==> config.mk <==
export PLATFORM = sky130hd
export DESIGN_NAME = updown_rate_counter
export DESIGN_NICKNAME = d
export VERILOG_FILES = /design/src/rtl/updown_rate_counter.sv
export SDC_FILE = /design/constraint.sdc
export NUM_CORES = 1
export LEC_CHECK = 0
export CELL_PAD_IN_SITES_DETAIL_PLACEMENT = 1
export CELL_PAD_IN_SITES_GLOBAL_PLACEMENT = 1
export CORE_UTILIZATION = 41
export DETAILED_ROUTE_END_ITERATION = 6
export PLACE_DENSITY = 0.86
export SYNTH_ARGS = -nofsm -noshare
export SYNTH_HDL_FRONTEND = slang
export SYNTH_SLANG_ARGS = --single-unit
==> constraint.sdc <==
create_clock -name CLK50MHz -period 2.6 [get_ports CLK50MHz]
set_input_delay 0.26 -clock CLK50MHz [delete_from_list [all_inputs] [get_ports CLK50MHz]]
set_output_delay 0.26 -clock CLK50MHz [all_outputs]
set_load 0.01 [all_outputs]
==> src/rtl/updown_rate_counter.sv <==
// Up/down counter that steps at a prescaled rate chosen from four dividers.
// Supports wrap or saturate mode, synchronous parallel load and enable.
// TICK marks every step and TC marks a wrap or a saturate arrival.
// All outputs are registered. Reset is synchronous and active-high.
module updown_rate_counter #(
    parameter int WIDTH = 8,
    parameter int DIV0  = 25000,
    parameter int DIV1  = 12500,
    parameter int DIV2  = 6250,
    parameter int DIV3  = 3125
) (
    input  logic             CLK50MHz,
    input  logic             RST,
    input  logic             EN,
    input  logic             S0,
    input  logic [1:0]       S1,
    input  logic             MODE,
    input  logic             LOAD,
    input  logic [WIDTH-1:0] LOAD_VAL,
    output logic [WIDTH-1:0] Q,
    output logic             TICK,
    output logic             TC
);

    localparam int MAX01   = (DIV0 > DIV1) ? DIV0 : DIV1;
    localparam int MAX23   = (DIV2 > DIV3) ? DIV2 : DIV3;
    localparam int MAX_DIV = (MAX01 > MAX23) ? MAX01 : MAX23;
    // A zero-width prescaler is not legal, so all-ones dividers still get one bit.
    localparam int PW      = (MAX_DIV > 1) ? $clog2(MAX_DIV) : 1;

    localparam logic [WIDTH-1:0] Q_MAX    = '1;
    localparam logic [WIDTH-1:0] Q_PENULT = Q_MAX - 1'b1;
    localparam logic [WIDTH-1:0] Q_ONE    = WIDTH'(1);

    logic [PW-1:0]    p_q, p_d;
    logic [WIDTH-1:0] q_q, q_d;
    logic             tick_q, tick_d;
    logic             tc_q, tc_d;
    logic [1:0]       s1_q;
    logic [PW-1:0]    div_last;

    // Terminal prescaler value for the currently selected rate.
    always_comb begin
        unique case (S1)
            2'd0:    div_last = PW'(DIV0 - 1);
            2'd1:    div_last = PW'(DIV1 - 1);
            2'd2:    div_last = PW'(DIV2 - 1);
            default: div_last = PW'(DIV3 - 1);
        endcase
    end

    // Next-state logic. LOAD outranks a rate change, and a rate change outranks stepping.
    always_comb begin
        // NOTE: every output of this block gets a default first, so no path can infer a latch.
        p_d    = p_q;
        q_d    = q_q;
        tick_d = 1'b0;
        tc_d   = 1'b0;
        if (LOAD) begin
            q_d = LOAD_VAL;
            p_d = '0;
        end else if (S1 != s1_q) begin
            // Restart the prescaler on any rate change, even while frozen.
            // This keeps P from ever sitting above the new terminal value.
            p_d = '0;
        end else if (EN) begin
            if (p_q == div_last) begin
                p_d    = '0;
                tick_d = 1'b1;
                if (S0) begin
                    if (q_q != Q_MAX) begin
                        q_d  = q_q + 1'b1;
                        tc_d = MODE && (q_q == Q_PENULT);
                    end else if (!MODE) begin
                        q_d  = '0;
                        tc_d = 1'b1;
                    end
                end else begin
                    if (q_q != '0) begin
                        q_d  = q_q - 1'b1;
                        tc_d = MODE && (q_q == Q_ONE);
                    end else if (!MODE) begin
                        q_d  = Q_MAX;
                        tc_d = 1'b1;
                    end
                end
            end else begin
                p_d = p_q + 1'b1;
            end
        end
    end

    // State registers, with a synchronous reset that has top priority.
    always_ff @(posedge CLK50MHz) begin
        // NOTE: non-blocking assignments let every register update from pre-edge values.
        if (RST) begin
            p_q    <= '0;
            q_q    <= '0;
            tick_q <= 1'b0;
            tc_q   <= 1'b0;
            s1_q   <= 2'd0;
        end else begin
            p_q    <= p_d;
            q_q    <= q_d;
            tick_q <= tick_d;
            tc_q   <= tc_d;
            s1_q   <= S1;
        end
    end

    assign Q    = q_q;
    assign TICK = tick_q;
    assign TC   = tc_q;

endmodule

==> flow_metrics.env <==
export IMPL_status="finished, final reports clean"
export IMPL_synth_avg_cell_area_um2=8.06
export IMPL_worstMarginPinSlew_ns=0.790
export IMPL_drt_pass1_iter_count=4
export IMPL_ys_ff_latch=27
export IMPL_slew_headroom_pct=47.2
export IMPL_cts_buffer_depth=2
export IMPL_end_kind="register"
export IMPL_finish_net_count=294
export IMPL_p_int_mw=0.630
export IMPL_syn_nets=265
export IMPL_grt_overflow_total=0
export IMPL_max_freq_mhz=413
export IMPL_ir_worst_vdd_mv=0.332
export IMPL_cp_slowest_cell="clkdlybuf4s50_1"
export IMPL_grt_setup_unrepaired="false"
export IMPL_synthToLayoutAreaGrowth_pct=21.1
export IMPL_cts_clk_slew_worst_paths_ns=0.10
export IMPL_finalHoldViolCount=0
export IMPL_cp_max_fo=8
export IMPL_layout_commonest_cell="nor2_1"
export IMPL_cp_start_kind="primary input"
export IMPL_path_delay_family="buffers and inverters"
export IMPL_yosysWarnings=0
export IMPL_path_depth=10
export IMPL_critical_path_most_common_cell="buf_4"
export IMPL_antenna_found_initial=0
export IMPL_gp_congestion=0.811
export IMPL_yosys_most_used_dff="dfxtp_1"
export IMPL_sequentialPowerShare_pct=49.6
export IMPL_top_usage_layer="met2"
export IMPL_numCtsBuffers=3
export IMPL_coreArea_um2=4410
export IMPL_period_share_pct=93.2
export IMPL_track_usage_pct=23.3
export IMPL_critPathKind="primary input to register"
export IMPL_ys_top_cells_by_area="dfxtp_1 28%, ha_1 7.2%, nor2_1 6.1%"
export IMPL_swShare_pct=30.2
export IMPL_hp_class="primary input to register"
export IMPL_drv_cap=0
export IMPL_yosysTopAreaCellShare_pct=28.2
export IMPL_cp_num_buf_inv=3
export IMPL_async_flop_share_pct=0
export IMPL_dpl_worst_slack_ns=-0.128
export IMPL_postSynthCellCount=238
export IMPL_htreeDepth=1
export IMPL_combPwrFrac_pct=22.2
export IMPL_pwr_density_cell_nw_per_um2=389
export IMPL_initial_core_util_pct=43.5
export IMPL_ant_nets=0
export IMPL_cp_data_arrival_time_ns=2.57
export IMPL_drive_gt1_share_pct=10.2
export IMPL_ys_types=49
export IMPL_n_fill_cell=542
export IMPL_finalSetupViolCount=0
export IMPL_final_setup_tns_ns=0
export IMPL_grt_pass1_vias=1879
export IMPL_dieHeight_um=70.4
export IMPL_fp_dieArea_um2=4960
export IMPL_via_per_inst=5.79
export IMPL_worst_r2r_path_depth=9
export IMPL_cts_sinks=27
export IMPL_grtUsageMet1_pct=31.9
export IMPL_wirelength_mm=5.47
export IMPL_portBuffers=25
export IMPL_ios=26
export IMPL_netlist_area_um2=1920
export IMPL_drt_iter0_markers=78
export IMPL_grtUsageMet3_pct=2.45
export IMPL_hold_buffers=0
export IMPL_drc_errors=0
export IMPL_vias=1841
export IMPL_total_leakage_power_nw=0.835
export IMPL_grtUsageMet2_pct=38.4
export IMPL_hpwl_mm=4.14
export IMPL_hold_depth=3
export IMPL_period_needed_ns=2.42
export IMPL_antenna_cells=0
export IMPL_clk_insertion_delay_late_ns=0.28
export IMPL_drv_slew=0
export IMPL_grt_pass1_wl_mm=9.20
export IMPL_path_cells="clkdlybuf4s50_1, buf_4, ha_1, o21bai_1, mux2i_1, and4bb_1, nand3_2, buf_4, a32oi_1, o41ai_2"
export IMPL_skew_ns=0.00478
export IMPL_netSwitchingPower_mw=0.273
export IMPL_drt_wirelength_per_cell_um=17.2
export IMPL_synth_top_cell_by_area="dfxtp_1"
export IMPL_cts_root_buf="clkbuf_8"
export IMPL_grt_max_degree=24
export IMPL_yosysSeqAreaShare_pct=28.2
export IMPL_rows=24
export IMPL_layout_setup_ws_ns=0.178
export IMPL_mostFrequentLayoutCells="31 x nor2_1, 27 x dfxtp_1, 25 x clkdlybuf4s50_1"
export IMPL_required_ns=2.75
export IMPL_cts_tree="done"
export IMPL_die_w_um=70.4
export IMPL_synth_edf_count=0
export IMPL_clockPowerShare_pct=28.2
export IMPL_cp_slowest_stage_delay_ns=0.48
==> layout make-up <==
cell class	instances	area [um^2]	area share (%)
inverter	9	33.8	1.45
sequential	27	541	23.3
clock inverter	1	7.51	0.323
clock buffer	3	41.3	1.78
timing repair buffer	38	348	15.0
tap	52	65.1	2.80
multi-input combinational	188	1290	55.4
==> repair_timing <==
action | CTS | global route
hold endpoints to repair | 0 | 0
resized for setup | 0 | 1
setup endpoints to repair | 0 | 5
setup buffers | 0 | 0
==> sequential cells by signal, indices dropped and copies added (netlist names) <==
signal  cells
p_q        15
Q           8
s1_q        2
TC          1
TICK        1
==> worst paths after layout <==
check                   start  endpoint  slack [ns]
setup / recovery        S1[0]      Q[7]        0.18
hold / removal    LOAD_VAL[6]      Q[6]        0.55
setup reg to reg         Q[1]      Q[4]        0.44
hold reg to reg       p_q[13]   p_q[13]        0.58
==> synth_stat cells, types with 2 or more instances <==
cell	n
o21bai_1	3
a21oi_1	5
a31oi_1	3
and3_1	4
dfxtp_1	27
clkbuf_1	9
o211ai_1	5
and3_2	2
a32oi_1	3
nand2b_1	2
nor4_1	2
mux2i_1	5
xor2_1	11
buf_2	3
nand3_1	10
o21ai_1	2
xnor2_1	10
inv_1	9
nand4_1	7
nor4b_2	2
nor3_1	9
o41ai_2	2
nor3b_1	6
nor2_1	31
or3_1	2
nor2b_1	5
o2111ai_1	2
ha_1	11
a2111oi_0	4
nand2_1	23
==> power by group through the flow <==
stage	sequential (mW)	clock, mW	combinational [mW]
3_5_place_dp	0.457	0	0.196
2_1_floorplan	0.449	0	0.115
4_1_cts	0.447	0.258	0.199
5_1_grt	0.450	0.271	0.219
6_report	0.448	0.255	0.200
3_3_place_gp	0.456	0	0.190
==> layer usage <==
| layer | share of wire, % | wire length, um | up-vias |
|---|---|---|---|
| met4 | 1.4 | 74 | 0 |
| met3 | 2.8 | 153 | 7 |
| met5 | 0 | 0 | - |
| li1 | - | - | 911 |
| met1 | 49 | 2700 | 892 |
| met2 | 46 | 2540 | 31 |
==> worst min-delay path, delay by kind of cell <==
kind                   cells  cell delay [ns]
AOI/OAI and AO/OA          1             0.07
buffers and inverters      1             0.40
and+or+nand+nor            1             0.06
==> metrics by stage <==
step,total power [mW],hold WS (ns),cells,cell area [um^2],utilization (%)
after floorplan,0.564,0.421,238,1920,-
after global placement,0.646,0.533,314,2270,51.4
after detailed placement,0.653,0.558,314,2270,51.4
after CTS,0.904,0.549,318,2320,52.5
after global routing,0.941,0.595,318,2320,52.7
final,0.903,0.545,318,2320,52.7
==> logic make-up (layout without fill, tap and decap cells) <==
group                      count (synthesis)  in the layout  share of synthesized area, %
AOI/OAI and AO/OA                         38             38                          16.0
buffers and inverters                     23             51                          5.15
xor gates and xnor gates                  21             21                          9.58
and+or+nand+nor                          113            113                          31.4
DFF                                       27             27                          28.2
adders and majority gates                 11             11                          7.17
muxes                                      5              5                          2.61
Note: power is estimated with default switching activity, not from simulation.
